==> src/rtl/dac_channel_scheduler.sv <==
// rtl/dac_channel_scheduler.sv - per-sample MAX5134 channel sequencer for up to four voices
module dac_channel_scheduler #(
    parameter int SAMPLEINTERVAL = 1909,
    parameter int SEND_GAP       = 64,
    parameter int REQ_TIMEOUT    = 16
) (
    input  logic        clock_i,
    input  logic        reset_i,
    input  logic [3:0]  ch_enable_i,
    input  logic [3:0]  sample_valid_i,
    input  logic [63:0] sample_in_i,
    input  logic        err_clr_i,
    output logic [3:0]  sample_req_o,
    output logic [23:0] dac_data_o,
    output logic        dac_send_o,
    output logic        sample_tick_o,
    output logic        busy_o,
    output logic        overrun_o,
    output logic        underrun_o
);
    localparam int TW   = (SAMPLEINTERVAL > 1) ? $clog2(SAMPLEINTERVAL) : 1;
    localparam int CMAX = (REQ_TIMEOUT > SEND_GAP) ? REQ_TIMEOUT : SEND_GAP;
    localparam int CW   = $clog2(CMAX + 1);
    localparam logic [TW-1:0] TIMER_LAST = TW'(SAMPLEINTERVAL - 1);
    localparam logic [CW-1:0] REQ_LAST   = CW'(REQ_TIMEOUT - 1);
    localparam logic [CW-1:0] GAP_LAST   = CW'(SEND_GAP - 2);

    typedef enum logic [2:0] {IDLE, REQ, LOAD, SEND, GAP} state_t;

    state_t        state_q, state_d;
    logic [TW-1:0] timer_q, timer_d;
    logic          tick_q, tick_d;
    logic [3:0]    mask_q, mask_d;
    logic [1:0]    chan_q, chan_d;
    logic [CW-1:0] cnt_q, cnt_d;
    logic [15:0]   hold_q [4];
    logic [15:0]   hold_d [4];
    logic [3:0]    req_q, req_d;
    logic [23:0]   data_q, data_d;
    logic          send_q, send_d;
    logic          busy_q, busy_d;
    logic          ovr_q, ovr_d;
    logic          unr_q, unr_d;
    logic [15:0]   sample_c;
    logic [7:0]    cmd_c;

    function automatic logic [1:0] lowest(input logic [3:0] m);
        if (m[0])      return 2'd0;
        else if (m[1]) return 2'd1;
        else if (m[2]) return 2'd2;
        else           return 2'd3;
    endfunction

    function automatic logic [3:0] onehot(input logic [1:0] c);
        return 4'b0001 << c;
    endfunction

    always_comb begin
        tick_d   = (timer_q == TIMER_LAST);
        timer_d  = tick_d ? '0 : timer_q + 1'b1;
        state_d  = state_q;
        mask_d   = mask_q;
        chan_d   = chan_q;
        cnt_d    = cnt_q;
        hold_d   = hold_q;
        data_d   = data_q;
        ovr_d    = ovr_q & ~err_clr_i;
        unr_d    = unr_q & ~err_clr_i;
        sample_c = sample_in_i[{chan_q, 4'b0000} +: 16];
        cmd_c    = {4'b0011, onehot(chan_q)};

        // A tick that lands mid-frame is dropped; only the sticky flag records it.
        if (tick_q && state_q != IDLE) ovr_d = 1'b1;

        case (state_q)
            IDLE: begin
                if (tick_q) begin
                    mask_d = ch_enable_i;
                    if (ch_enable_i != 4'b0) begin
                        chan_d  = lowest(ch_enable_i);
                        cnt_d   = '0;
                        state_d = REQ;
                    end
                end
            end
            REQ: begin
                if (sample_valid_i[chan_q]) begin
                    hold_d[chan_q] = sample_c;
                    data_d         = {cmd_c, sample_c};
                    state_d        = LOAD;
                end else if (cnt_q == REQ_LAST) begin
                    unr_d   = 1'b1;
                    data_d  = {cmd_c, hold_q[chan_q]};
                    state_d = LOAD;
                end else begin
                    cnt_d = cnt_q + 1'b1;
                end
            end
            LOAD: state_d = SEND;
            SEND: begin
                cnt_d   = '0;
                state_d = GAP;
            end
            GAP: begin
                if (cnt_q == GAP_LAST) begin
                    mask_d = mask_q & ~onehot(chan_q);
                    if (mask_d != 4'b0) begin
                        chan_d  = lowest(mask_d);
                        cnt_d   = '0;
                        state_d = REQ;
                    end else begin
                        state_d = IDLE;
                    end
                end else begin
                    cnt_d = cnt_q + 1'b1;
                end
            end
            default: state_d = IDLE;
        endcase

        // Outputs are registered copies of what the next state implies.
        req_d  = (state_d == REQ) ? onehot(chan_d) : 4'b0;
        send_d = (state_d == SEND);
        busy_d = (state_d != IDLE);
    end

    always_ff @(posedge clock_i) begin
        if (reset_i) begin
            state_q <= IDLE;
            timer_q <= '0;
            tick_q  <= 1'b0;
            mask_q  <= 4'b0;
            chan_q  <= 2'd0;
            cnt_q   <= '0;
            hold_q  <= '{default: 16'h8000};
            req_q   <= 4'b0;
            data_q  <= 24'h000000;
            send_q  <= 1'b0;
            busy_q  <= 1'b0;
            ovr_q   <= 1'b0;
            unr_q   <= 1'b0;
        end else begin
            state_q <= state_d;
            timer_q <= timer_d;
            tick_q  <= tick_d;
            mask_q  <= mask_d;
            chan_q  <= chan_d;
            cnt_q   <= cnt_d;
            hold_q  <= hold_d;
            req_q   <= req_d;
            data_q  <= data_d;
            send_q  <= send_d;
            busy_q  <= busy_d;
            ovr_q   <= ovr_d;
            unr_q   <= unr_d;
        end
    end

    assign sample_req_o  = req_q;
    assign dac_data_o    = data_q;
    assign dac_send_o    = send_q;
    assign sample_tick_o = tick_q;
    assign busy_o        = busy_q;
    assign overrun_o     = ovr_q;
    assign underrun_o    = unr_q;
endmodule
==> config.mk <==
export PLATFORM = sky130hd
export DESIGN_NAME = dac_channel_scheduler
export DESIGN_NICKNAME = d
export VERILOG_FILES = /design/src/rtl/dac_channel_scheduler.sv
export SDC_FILE = /design/constraint.sdc
export NUM_CORES = 1
export LEC_CHECK = 0
export CAP_MARGIN = 20
export CORE_MARGIN = 5
export CORE_UTILIZATION = 40
export CTS_CLUSTER_DIAMETER = 100
export CTS_CLUSTER_SIZE = 30
export DETAILED_ROUTE_END_ITERATION = 10
export HOLD_SLACK_MARGIN = 0.15
export SETUP_SLACK_MARGIN = 0.15
export SLEW_MARGIN = 20
export SYNTH_ARGS = -nofsm -noshare
export SYNTH_HDL_FRONTEND = slang
export SYNTH_SLANG_ARGS = --single-unit
==> constraint.sdc <==
create_clock -name clock_i -period 4.8 [get_ports clock_i]
set_clock_uncertainty 0.2 [all_clocks]
set_input_delay 0.48 -clock clock_i [delete_from_list [all_inputs] [get_ports clock_i]]
set_output_delay 0.48 -clock clock_i [all_outputs]
set_load 0.01 [all_outputs]
== Yosys cells after proc, flatten, opt, wreduce, memory -nomap -nowiden ==
Cells that the tools add are included.
Storage, ports and cells
  word-level logic and storage cells: 104
  input port bits: 75
  output and inout bits: 33
  register bits after elaboration: 124
Cells by class
  eq/ne operators: 15
  mux-type cells: 42
  add/subtract/negate cells: 2
  shifts and indexed selects: 3
  magnitude comparators: 3
  bitwise operators: 7
  reductions and logical operators: 16
Operators by type and width (count)
  $bwmux W64: 1
  $shiftx A64 B7 Y16: 1
  $mux W16: 3
  $mux W24: 2
  $mux W7: 6
  $bmux W16 S2: 1
  $demux W16 S2: 1
  $pmux W7 S4: 1
  $mux W2: 8
  $mux W3: 5
  $pmux W3 S5: 1
  $reduce_bool A4 Y1: 3
  $add A11 B1 Y11 const B: 1
  $eq A11 B11 Y1 const B: 1
  $ne A2 B2 Y1 const B: 5
  $eq A3 B2 Y1 const B: 3
  $mux W1: 8
  $mux W4: 2
  $pmux W4 S2: 1
  $shl A1 B2 Y4 const A: 2
  $add A7 B1 Y7 const B: 1
  $eq A7 B4 Y1 const B: 1
  $eq A7 B6 Y1 const B: 1
  $eq A3 B1 Y1 const B: 2
  other kinds (20): 27

== Depth between registers and ports, before layout ==
  depth after elaboration: 10
  depth in mapped cells: 8
  mapped depth without buffers: 7

== Least setup slack after synthesis ==
Ideal clock, no wire load.
  kind: reg-to-reg
  from: reg cnt_q[0]
  to: reg cnt_q[5]
  slack: 2614 ps
  arrival: 1885 ps
  data required time: 4499 ps
  cell stages (with the launch flop): 8
  period minus slack after synthesis: 2186 ps
  library setup time: 101 ps
  buffers on the path: 0
  cells stage by stage: dfxtp_1 > inv_1 > ha_1 > and4b_4 > a211o_1 > a211oi_4 > nand2_2 > o41ai_1
On the way
  word-level cells in the longest chain between the ends: 4
  elaborated cells on any way between the ends: 10
  those cells by class: add/sub (1); eq/ne (4); mux (4); reduce/logical (1)
RTL lines
  start: declaration: line 35  | logic [CW-1:0] cnt_q, cnt_d;
  start signal: assignment: line 148  | cnt_q <= cnt_d;
  $add A7 B1 Y7: line 96, 115
  $mux W7: line 91  | end else if (cnt_q == REQ_LAST) begin
  $mux W7: line 87  | if (sample_valid_i[chan_q]) begin
  $pmux W7 S4: line 75  | case (state_q)
Several ways; a longest one is shown, not always the timed one. The select of a mux whose other input is x is not followed.
A chain may end at the register's enable or synchronous reset.

== Worst setup path in the final report ==
  from: reg chan_q[0]
  to: reg hold_q[47] (netlist name)
On the way
  word-level cells in the longest chain between the ends: 6
  elaborated cells on any way between the ends: 11
  those cells by class: order compare (2); shift (1); mux (5); bitwise (1); reduce/logical (2)
RTL lines
  start: declaration: line 34  | logic [1:0] chan_q, chan_d;
  start signal: assignment: line 147  | chan_q <= chan_d;
  $not A2 Y3 (implied by the code): line 88  | hold_d[chan_q] = sample_c;
  $ge A3 B3 Y1 (implied by the code) / $lt A3 B1 Y1 (equally long branches): line 88
  $logic_and A1 B1 Y1 (implied by the code): line 88
  $mux W16 (implied by the code): line 88
  $demux W16 S2: line 88
  $bwmux W64: line 88
  end signal: assignment: line 149  | hold_q <= hold_d;
  end: declaration: line 36  | logic [15:0] hold_q [4];
Several ways; a longest one is shown, not always the timed one. The select of a mux whose other input is x is not followed.

==> implementation parameters <==
Parameter                              Value

Die
  X dimension of the die    roughly 130 µm
  Initial cell density of the core    between 40% and 50%
  Number of standard-cell rows in the floorplan    44
  Number of primary I/O pins    between 100 and 150
  Die outline area    about 17000 µm²
  Vert. Die Dim    around 130 µm
  Core Box Area    ~14000 µm²

Worst setup path
  Critical path buffers and inverters    0
  Setup crit end kind    flop
  Launch point of the worst reg-to-reg path    chan_q[0]
  Maximum single-stage delay on the critical path    roughly 0.7 ns
  CP startpoint    chan_q[0]
  Worst setup SP type    flop
  Worst Path Required    just under 5 ns
  Data arrival time of the critical path    3.12 ns
  Crit-path leading delay family    simple AND/OR/NAND/NOR gates
  Critical path, cell by cell    mux4_2 -> and2_1 -> nand2_1 -> a211o_1
  Slowest cell on the critical path    dfxtp_2
  Worst-path fanout max    18
  Category of the critical setup timing path    flop to flop

Timing
  Worst max-slew margin expressed relative to the limit    just over 30%
  RSZ-0062 raised after global routing    false
  Fin. Hold Viols    0
  Tightest hold margin    ~0.25 ns
  Final setup viols    0
  Fin Setup TNS    0 ns
  Worst Tran Pin Value    ~1.0 ns
  Final number of max-transition violations    0
  Clock period minus worst slack    roughly 3.0 ns
  Fin crit share    ~63%
  Fmax achieved    between 300 and 400 MHz

Cells and area
  Number of diodes    0
  Most frequent cells in the layout    dfxtp_1 (119), clkdlybuf4s50_1 (104), nand2_1 (65), nor2_1 (65), nand3_1 (61)
  Area growth from synthesis to layout    28.6%
  Most common library cell in the layout ignoring fill and taps    dfxtp_1
  Number of nets in the final layout    between 700 and 800
  Proportion of layout cells with a drive suffix above 1    12.1%

Route
  Detail-routed via count per cell    about 5.5
  Top routing layer used    met4
  Met2 wire length    roughly 7100 µm
  Routed WL per cell    16.9 µm
  Length of routed wiring on met1    6980 µm
  Number of search-and-repair iterations in the first detailed-routing pass    5
  Via count of the routed design    between 5000 and 6000
  Count of nets left with antenna violations after detail routing    0
  Starting DRC count in detailed routing    approximately 500
  Met3 wire length    941 µm
  Total wirelength of the detailed-routed design    15400 µm
  # DRC    0

Power
  Combinational share of power    under 10%
  Switching power total    around 500 µW
  Switching Share    about a fifth
  Leakage power summed over all cells    about 2.6 nW
  Int Power    1.88 mW
  Max rail drop VDD    approximately 0.00026 V
  Power per standard cell area    about 310 nW/µm²
  Clock power frac    between 50% and 60%
  Sequential share of power    between 40% and 50%

Synthesis
  Proportion of register bits with asynchronous set or reset after synthesis    0%
  Main synth FF type    dfxtp_1
  Number of instances in the synthesized netlist    between 600 and 700
  Proportion of synthesized chip area in sequential cells    between 40% and 50%
  Cell variety after synth    61
  Cell type with the highest aggregate area in the netlist    dfxtp_1
  Post-Synthesis Cell Area    5890 µm²
  Total of flip-flops plus latches after synthesis    roughly 120
  Fraction of post-synthesis cell area in the top cell type by area    about two fifths
  Synth Area per Inst    9.34 µm²
  Number of warning messages in the yosys log    0
  Number of synthesized flops with an enable pin    0
  Main area contributors after synthesis    dfxtp_1 (41%), mux4_2 (13%), mux2i_1 (6.3%)

Flow run
  Max capacitance violation total    0

Placed design
  Global placement routability congestion    about 0.84
  Detail Placement HPWL    ~11000 µm
  Number of buffers inserted by port buffering    around 110

Clock network
  Skew-Pair Late Insertion Delay    ~0.41 ns
  Root Driver    clkbuf_16
  Clk slew on worst S/H paths    roughly 0.06 ns
  H-tree levels    4
  CTS Buf Count    17
  Resized cells post-CTS    0
  Clock tree from TritonCTS    done
  Count of buffers added by post-CTS timing repair for setup    0
  Sink Count    121
  Hold buffer count at cts    0
  Max clock buf depth    2

Global routing
  Maximum number of pins on one net before global-route repair    56
  Overall fraction of global-route tracks in use    18.3%
  Antenna violations before repair    0
  Wire length of the first global-routing pass    approximately 26000 µm
  Vias in the first global route    about 5000
  Remaining Overflow, GRT    0

Min path
  Hold WC Path Type    flop to flop
  Startpoint of the tightest hold check path    hold_q[30]

Run status
  Run status    finished clean
-- sequential cells by signal (all words and copies together), names as in the netlist --
register and cells:
cnt_q 7, busy_o 1, mask_q 4, underrun_o 1, dac_send_o 1, overrun_o 1
state_q 3, chan_q 2, hold_q 64, sample_req_o 4, sample_tick_o 1, dac_data_o 21
timer_q 11
-- path summary, 6_finish.rpt --
| path | to | slack, ns | depth (start not counted) |
|---|---|---|---|
| max | hold_q[47] | 1.79 | 4 |
| min | hold_q[30] | 0.25 | 2 |
| max reg2reg | hold_q[47] | 1.79 | 4 |
| min reg2reg | hold_q[30] | 0.25 | 2 |
-- cell usage after synthesis, types with 2 or more instances --
| library cell | n |
|---|---|
| a211o_1 | 5 |
| a211oi_1 | 16 |
| a21oi_1 | 56 |
| a21oi_2 | 2 |
| a22oi_1 | 2 |
| a31oi_1 | 4 |
| and2_1 | 5 |
| and3_1 | 5 |
| buf_1 | 2 |
| buf_2 | 20 |
| buf_4 | 5 |
| buf_6 | 2 |
| clkbuf_1 | 19 |
| dfxtp_1 | 121 |
| ha_1 | 4 |
| inv_1 | 14 |
| mux2i_1 | 37 |
| mux4_2 | 33 |
| nand2_1 | 65 |
| nand2_2 | 2 |
| nand2b_1 | 3 |
| nand3_1 | 61 |
| nand4_1 | 7 |
| nor2_1 | 65 |
| nor2_2 | 2 |
| nor2b_1 | 4 |
| nor3_1 | 10 |
| nor3b_2 | 2 |
| nor4b_1 | 2 |
| nor4bb_1 | 3 |
| o211ai_1 | 3 |
| o21ai_0 | 11 |
| o32ai_1 | 2 |
| o41ai_1 | 2 |
| or2_2 | 2 |
| xnor2_1 | 4 |
| xor2_1 | 5 |
-- tightest hold or removal path, stage by stage, from the launching register on --
cell     delay [ns]
dfxtp_1        0.30
nand2_1        0.05
a21oi_1        0.05
-- layer usage --
metal  global-route usage, %  up-vias
met4                    7.60        0
met3                    4.66       25
met5                       0        -
met1                    24.6     2396
li1                        -     2455
met2                    28.0      166
-- cell families (layout without fill, tap and decap cells) --
kind of cell    after synthesis  count (layout)  synth area share [%]
other cells                   1               2                0.0636
flops                       121             121                  41.1
buf+inv                      62             159                  4.95
fa+ha+maj                     4               4                 0.849
compound gates              118             118                  12.9
simple gates                246             246                  19.9
mux                          70              70                  18.9
xor+xnor                      9               9                  1.34
-- power by group through the flow --
stage               Sequential (mW)  Clock, mW  Combinational [mW]
floorplan                      1.03          0              0.0498
CTS                            1.01       1.26               0.125
finish                         1.01       1.23               0.124
global placement               1.03          0               0.123
detailed placement             1.03          0               0.124
global route                   1.01       1.30               0.133
-- stage by stage --
step | util [%] | std cells | area, µm² | total power [mW] | setup WS, ns
final | 52.3 | 913 | 7580 | 2.37 | 1.79
after global routing | 52.3 | 913 | 7580 | 2.44 | 1.49
after CTS | 52.3 | 913 | 7580 | 2.39 | 1.76
after detailed placement | 48.4 | 882 | 7000 | 1.16 | 1.62
after global placement | 48.4 | 882 | 7000 | 1.15 | 1.68
after floorplan | - | 632 | 5900 | 1.08 | 2.61
-- layout make-up --
cell class / instances / area (µm²)
Inverter: 14 / 52.6
Clock buffer: 23 / 478
Sequential cell: 121 / 2420
Fill cell: 1374 / 6900
Timing Repair Buffer: 114 / 1110
Tap cell: 184 / 230
Multi-Input combinational cell: 449 / 3180
Clock inverter: 8 / 95.1
(Power assumes the default switching activity.)
